<file path="config.mk">
export PLATFORM = sky130hd
export DESIGN_NAME = iter_mag_comparator
export DESIGN_NICKNAME = d
export VERILOG_FILES = /design/src/rtl/iter_mag_comparator_pkg.sv /design/src/rtl/iter_mag_comparator_digit_cmp.sv /design/src/rtl/iter_mag_comparator.sv
export SDC_FILE = /design/constraint.sdc
export NUM_CORES = 1
export LEC_CHECK = 0
export ABC_AREA = 1
export CORE_MARGIN = 2
export CORE_UTILIZATION = 35
export DETAILED_ROUTE_END_ITERATION = 10
export SLEW_MARGIN = 0
export SYNTH_ARGS = -nofsm -noshare
export SYNTH_HDL_FRONTEND = slang
export SYNTH_SLANG_ARGS = --single-unit
</file>
<file path="constraint.sdc">
create_clock -name clk -period 2.5 [get_ports clk]
set_input_delay 0.25 -clock clk [delete_from_list [all_inputs] [get_ports clk]]
set_output_delay 0.25 -clock clk [all_outputs]
set_load 0.01 [all_outputs]
</file>
<file path="src/rtl/iter_mag_comparator_pkg.sv">
// Shared definitions for the iterative magnitude comparator: FSM states,
// one-hot result codes and a width helper for the digit counter.
package cmp_pkg;

  typedef enum logic [1:0] {
    ST_IDLE = 2'd0,
    ST_CMP  = 2'd1,
    ST_DONE = 2'd2
  } state_e;

  // Result vector ordering is {gt, eq, lt}
  localparam logic [2:0] RES_GT = 3'b100;
  localparam logic [2:0] RES_EQ = 3'b010;
  localparam logic [2:0] RES_LT = 3'b001;

  // Bits needed to index n items; never less than 1 so a counter always exists
  function automatic int clog2(input int n);
    int r;
    r = 1;
    while ((1 << r) < n) begin
      r = r + 1;
    end
    return r;
  endfunction

endpackage

</file>
<file path="src/rtl/iter_mag_comparator_digit_cmp.sv">
// Combinational unsigned compare of one DIGIT-wide slice of each operand.
module digit_cmp #(
  parameter int DIGIT = 2
) (
  input  logic [DIGIT-1:0] x,
  input  logic [DIGIT-1:0] y,
  output logic             dgt,
  output logic             dlt
);

  assign dgt = (x > y);
  assign dlt = (x < y);

endmodule

</file>
<file path="src/rtl/iter_mag_comparator.sv">
// Registered magnitude comparator scanning operands MSB-first, DIGIT bits per
// cycle, with an early exit on the first differing digit.
module iter_mag_comparator
  import cmp_pkg::*;
#(
  parameter int WIDTH = 8,
  parameter int DIGIT = 2
) (
  input  logic             clk,
  input  logic             rst_n,
  input  logic             in_valid,
  output logic             in_ready,
  input  logic [WIDTH-1:0] a,
  input  logic [WIDTH-1:0] b,
  input  logic             signed_mode,
  output logic             out_valid,
  input  logic             out_ready,
  output logic             gt,
  output logic             eq,
  output logic             lt,
  output logic             busy
);

  localparam int NDIG = WIDTH / DIGIT;
  localparam int CW   = clog2(NDIG);
  localparam logic [WIDTH-1:0] MSB_MASK = WIDTH'(1) << (WIDTH - 1);
  localparam logic [CW-1:0]    IDX_TOP  = CW'(NDIG - 1);

  if ((WIDTH < 1) || (DIGIT < 1) || ((WIDTH % DIGIT) != 0)) begin : g_bad_param
    $error("iter_mag_comparator: WIDTH must be >= 1 and a multiple of DIGIT");
  end

  state_e           state_r;
  logic [WIDTH-1:0] a_r;
  logic [WIDTH-1:0] b_r;
  logic [CW-1:0]    idx_r;
  logic [2:0]       res_r;
  logic             in_ready_r;
  logic             out_valid_r;
  logic             busy_r;
  logic [DIGIT-1:0] a_dig_s;
  logic [DIGIT-1:0] b_dig_s;
  logic             dgt_s;
  logic             dlt_s;

  // Select the digit currently under comparison
  always_comb begin
    a_dig_s = a_r[int'(idx_r) * DIGIT +: DIGIT];
    b_dig_s = b_r[int'(idx_r) * DIGIT +: DIGIT];
  end

  digit_cmp #(
    .DIGIT (DIGIT)
  ) u_digit_cmp (
    .x   (a_dig_s),
    .y   (b_dig_s),
    .dgt (dgt_s),
    .dlt (dlt_s)
  );

  // Control FSM, operand capture, digit counter and registered outputs
  always_ff @(posedge clk or negedge rst_n) begin
    if (!rst_n) begin
      state_r     <= ST_IDLE;
      a_r         <= '0;
      b_r         <= '0;
      idx_r       <= '0;
      res_r       <= 3'b000;
      in_ready_r  <= 1'b1;
      out_valid_r <= 1'b0;
      busy_r      <= 1'b0;
    end else begin
      case (state_r)
        ST_IDLE: begin
          if (in_valid) begin
            // Flipping the sign bit maps two's-complement order onto unsigned order
            a_r        <= signed_mode ? (a ^ MSB_MASK) : a;
            b_r        <= signed_mode ? (b ^ MSB_MASK) : b;
            idx_r      <= IDX_TOP;
            in_ready_r <= 1'b0;
            busy_r     <= 1'b1;
            state_r    <= ST_CMP;
          end else begin
            state_r <= ST_IDLE;
          end
        end
        ST_CMP: begin
          if (dgt_s || dlt_s) begin
            res_r       <= dgt_s ? RES_GT : RES_LT;
            out_valid_r <= 1'b1;
            state_r     <= ST_DONE;
          end else if (idx_r == '0) begin
            res_r       <= RES_EQ;
            out_valid_r <= 1'b1;
            state_r     <= ST_DONE;
          end else begin
            idx_r   <= idx_r - CW'(1);
            state_r <= ST_CMP;
          end
        end
        ST_DONE: begin
          if (out_ready) begin
            out_valid_r <= 1'b0;
            busy_r      <= 1'b0;
            in_ready_r  <= 1'b1;
            state_r     <= ST_IDLE;
          end else begin
            state_r <= ST_DONE;
          end
        end
        default: begin
          out_valid_r <= 1'b0;
          busy_r      <= 1'b0;
          in_ready_r  <= 1'b1;
          state_r     <= ST_IDLE;
        end
      endcase
    end
  end

  assign in_ready  = in_ready_r;
  assign out_valid = out_valid_r;
  assign busy      = busy_r;
  assign gt        = res_r[2];
  assign eq        = res_r[1];
  assign lt        = res_r[0];

endmodule

</file>
# Word-level counts from Yosys, hierarchy flattened
# Index checks and enable logic that the tools add are counted.
# op_classes
bitwise_logic	4
n_shift	2
muxes	23
n_reduce_logical	10
magnitude_cmp	2
n_eq_ne	7
add_sub_neg	1
# ops
cell	n
$mux W8	2
$shiftx A8 B4 Y2	2
$mux W2	6
$mux W3	3
$pmux W1 S3	3
$ne A2 B2 Y1 const B	4
$mux W1	7
$pmux W2 S3	1
$reduce_and A3 Y1	2
$logic_not A2 Y1	2
$not A1 Y1	4
$pmux W2 S2	1
$reduce_and A2 Y1	2
$reduce_and A4 Y1	1
$reduce_bool A2 Y1	2
$ne A3 B3 Y1 const B	1
$eq A2 B1 Y1 const B	1
$eq A2 B2 Y1 const B	1
$gt A2 B2 Y1	1
$lt A2 B2 Y1	1
$sub A2 B1 Y2 const B	1
$logic_or A1 B1 Y1	1
# totals
regBits	26
out_inout_bits	6
word_cells	57
input_bits	21

# Logic depth before layout (Yosys ltp)
# depth
depth_word	5
depth_mapped	12
mapped_depth_nobuf	11

# Hierarchy
# A second synthesis with hierarchy kept.
# unflattened
cells_unflattened	153
hier_area_um2	1255.0
# modules_own_cells
mod	instances	cells_each	area_per_inst_um2	seq_area_each_um2
iter_mag_comparator	1	142	1189.9	651.9
digit_cmp	1	11	65.1	0.0

# Worst setup path before layout
# No wires, ideal clock.
# synth_path
kind	reg-to-reg
from	reg idx_r[0]
to	reg res_r[0]
arrival_time_ns	1.653
slack_ns	0.719
synth_period_minus_slack_ns	1.781
path_buffers	1
path_stages_with_launch	12
required_ns	2.372
setup_ns	0.128
path_cell_list	dfrtp_1 buf_4 clkinv_1 o21ai_0 o22ai_1 ha_1 nand2_1 nand2_1 nand2_1 nand2_1 nand2_1 o21ai_0
# synth_between
elab_chain_cells	5
word_cells_on_any_way	10
classes_between	order compare (2); shift (2); mux (2); reduce/logical (4)
# synth_rtl
item	line_no	rtl
start: declaration	iter_mag_comparator.sv:36	logic [CW-1:0] idx_r;
start signal: assignment	iter_mag_comparator.sv:97	idx_r <= idx_r - CW'(1);
$shiftx A8 B4 Y2, on equally long branches	iter_mag_comparator.sv:48, iter_mag_comparator.sv:49	
$gt A2 B2 Y1 or $lt A2 B2 Y1 (tied branches)	iter_mag_comparator_digit_cmp.sv:11, iter_mag_comparator_digit_cmp.sv:12	
$logic_or A1 B1 Y1	iter_mag_comparator.sv:88	if (dgt_s || dlt_s) begin
$reduce_bool A2 Y1 (no line)	n/a	
$reduce_and A2 Y1 (no line)	n/a	
end signal: assignment	iter_mag_comparator.sv:89	res_r <= dgt_s ? RES_GT : RES_LT;
end: declaration	iter_mag_comparator.sv:37	logic [2:0] res_r;
# Several ways; a longest one is shown, not always the timed one.
# A chain may end at the register's enable or synchronous reset.

# Worst setup path in the final report
# layout_path
from	reg idx_r[0]
to	reg res_r[1]
# The elaborated chain is that of the path after synthesis.

==> results.sh <==
export IMPL_outcome="complete, no violations"
export IMPL_hold_viol_final=0
export IMPL_post_route_cells_drive_above_1_share_pct=8.05
export IMPL_antenna_left=0
export IMPL_crit_chain="clkinv_1 > o21ai_0 > o22ai_1 > ha_1 > nand2_1 > nand2_1 > nand2_1 > nand2_1 > nand2_1 > o21ai_0"
export IMPL_synthCells=146
export IMPL_cts_setup_buffers=0
export IMPL_path_depth=10
export IMPL_tightest_slew_ns=0.361
export IMPL_die_w_um=63.4
export IMPL_drt_iter0_markers=52
export IMPL_fin_nets=199
export IMPL_place_detailed_hpwl_um=1850
export IMPL_rows=21
export IMPL_skew_ns=0.00314
export IMPL_crit_top_cell="nand2_1"
export IMPL_die_area_sq_um=4020
export IMPL_max_cap_viol_count=0
export IMPL_cts_hold_buf=0
export IMPL_drt_total_wl_um=2390
export IMPL_synth_top_cell_area_share_pct=50.7
export IMPL_clk_latency_ns=0.32
export IMPL_arrival_ns=2.39
export IMPL_yosysWarningCount=0
export IMPL_yosysSeqAreaShare_pct=52.8
export IMPL_drv_slew=0
export IMPL_synth_main_ff_cell="dfrtp_1"
export IMPL_drc_errors=0
export IMPL_slowest_delay_ns=0.52
export IMPL_fp_dieH_um=63.4
export IMPL_crit_buf_inv=1
export IMPL_yosys_area_top_type="dfrtp_1"
export IMPL_grt_use_total_pct=13.4
export IMPL_clk_pin_slew_ns=0.14
export IMPL_drtPass1Iterations=4
export IMPL_finalSetupViolations=0
export IMPL_critPathKind="register to register"
export IMPL_grt_overflow=0
export IMPL_path_max_fanout=10
export IMPL_cts_buffers=3
export IMPL_peakVddDrop_v=0.000520
export IMPL_synth_edf_count=0
export IMPL_placed_area_sq_um=1530
export IMPL_startpoint_type="register"
export IMPL_htreeDepth=1
export IMPL_ys_ff_latch=26
export IMPL_slowest_stage="dfrtp_1"
export IMPL_slew_headroom_pct=75.7
export IMPL_period_share_pct=86.7
export IMPL_avgSynthCellArea_sq_um=8.46
export IMPL_fin_area_sq_um=1580
export IMPL_synth_distinct_cells=20
export IMPL_power_per_cell_area_nw_per_um2=1230
export IMPL_diodes=0
export IMPL_cp_top_family="flip-flops"
export IMPL_cp_required_ns=2.73
export IMPL_synth_most_common_cell="nand2_1"
export IMPL_cts_root_buf="clkbuf_4"
export IMPL_grt_max_degree=27
export IMPL_cts_resized=0
export IMPL_grt_pass1_wl_um=4240
export IMPL_place_congestion=0.874
export IMPL_start_util_pct=36.7
export IMPL_clk_path_buf_depth=2
export IMPL_holdCritPathClass="input pin to asynchronous set/reset pin"
export IMPL_cts_tree="done"
export IMPL_syn_area_sq_um=1230
export IMPL_p_leak_nw=0.773
export IMPL_area_growth_pct=28.2
export IMPL_rr_worst_depth=10
export IMPL_period_minus_slack_ns=2.17
export IMPL_tns_ns=0
export IMPL_core_area_sq_um=3360
export IMPL_async_flop_share_pct=100
export IMPL_wl_per_cell_um=10.9
export IMPL_endpoint_kind="register"
export IMPL_ios=27
export IMPL_port_buffer_count=26
export IMPL_vias=1001
export IMPL_synthTopCellsByArea="dfrtp_1 (51%), nand2_1 (19%), o21ai_0 (4.5%)"
export IMPL_via_per_inst=4.55
export IMPL_antenna_found_initial=0
export IMPL_rsz0062_at_grt="no"
export IMPL_syn_nets=170
export IMPL_clock_sinks=26
export IMPL_grt_pass1_vias=954
export IMPL_fmax_ghz=0.462
export IMPL_synth_common_cells="nand2_1 (62), dfrtp_1 (25), nor2_1 (12), o21ai_0 (11), nand3_1 (7)"
cells in the final DEF (no fill, tap or decap):
| cell type | Yosys | final |
|---|---|---|
| a21oi_1 | 1 | 1 |
| buf_4 | 2 | 2 |
| bufinv_16 | 0 | 1 |
| clkbuf_4 | 0 | 3 |
| clkdlybuf4s50_1 | 0 | 26 |
| clkinv_1 | 1 | 1 |
| dfrtp_1 | 25 | 25 |
| dfstp_2 | 1 | 1 |
| ha_1 | 3 | 3 |
| inv_1 | 6 | 6 |
| inv_2 | 1 | 1 |
| nand2_1 | 62 | 62 |
| nand2_2 | 2 | 2 |
| nand3_1 | 7 | 7 |
| nor2_1 | 12 | 12 |
| nor2_4 | 1 | 1 |
| nor3_4 | 1 | 1 |
| o21ai_0 | 11 | 11 |
| o21ai_2 | 2 | 2 |
| o22a_1 | 2 | 2 |
| o22ai_1 | 2 | 2 |
| xnor2_1 | 2 | 2 |
sequential cells by signal (all words and copies together) (netlist names):
signal,cells
a_r,8
b_r,8
res_r,3
idx_r,2
state_r,2
busy,1
in_ready,1
out_valid,1
metal layers:
metal / global-route usage [%] / part of all wire [%]
met1: 18.0 / 49
met2: 21.6 / 47
met5: 0 / 0
met4: 3.26 / 0.54
met3: 3.75 / 3.2
area by class of cell:
cell class | instances | area, sq um
fill | 370 | 1780
sequential | 26 | 652
multi-input combinational | 108 | 515
timing repair buffer | 28 | 275
tap | 46 | 57.6
clock inverter | 1 | 30.0
inverter | 8 | 30.0
clock buffer | 3 | 22.5
cells by family after synthesis:
group,Yosys count,share of synthesized area (%)
AOI/OAI and AO/OA,18,8.71
xor gates and xnor gates,2,1.42
and+or+nand+nor,85,28.6
adders and majority gates,3,3.04
buffers and inverters,12,5.47
DFF,26,52.8
stage by stage:
stage               cells  hold WS (ns)  total power, mW  util [%]  setup WS (ns)
CTS                   220         0.263             1.97      47.1          0.336
finish                220         0.263             1.94      47.1          0.333
floorplan             146       -0.0456             1.41         -          0.719
global placement      216         0.463             1.64      45.5          0.532
global route          220         0.277             2.15      47.1         0.0249
detailed placement    216         0.467             1.67      45.5          0.370
path summary, 6_finish.rpt:
kind                       slack (ns)     start    endpoint
hold / removal                   0.26     rst_n  state_r[1]
setup reg to reg                 0.33  idx_r[0]    res_r[1]
setup / recovery                 0.33  idx_r[0]    res_r[1]
min in group clk                 0.44      a[5]      a_r[5]
hold reg to reg                  0.49    b_r[5]      b_r[5]
max in group asynchronous        1.93     rst_n    in_ready
worst register-to-register path: stages (launching register included):
cell and delay (ns):
dfrtp_1 0.52, clkinv_1 0.29, o21ai_0 0.25, o22ai_1 0.10
ha_1 0.34, nand2_1 0.09, nand2_1 0.10, nand2_1 0.09
nand2_1 0.13, nand2_1 0.08, o21ai_0 0.07
power breakdown:
| group | total, mW | switching [mW] | internal, mW | leakage [nW] |
|---|---|---|---|---|
| sequential | 0.773 | 0.152 | 0.621 | 0.316 |
| combinational | 0.880 | 0.500 | 0.380 | 0.429 |
| clock | 0.290 | 0.128 | 0.162 | 0.0279 |
| total | 1.94 | 0.780 | 1.16 | 0.773 |
Note: power is estimated with default switching activity, not from simulation.
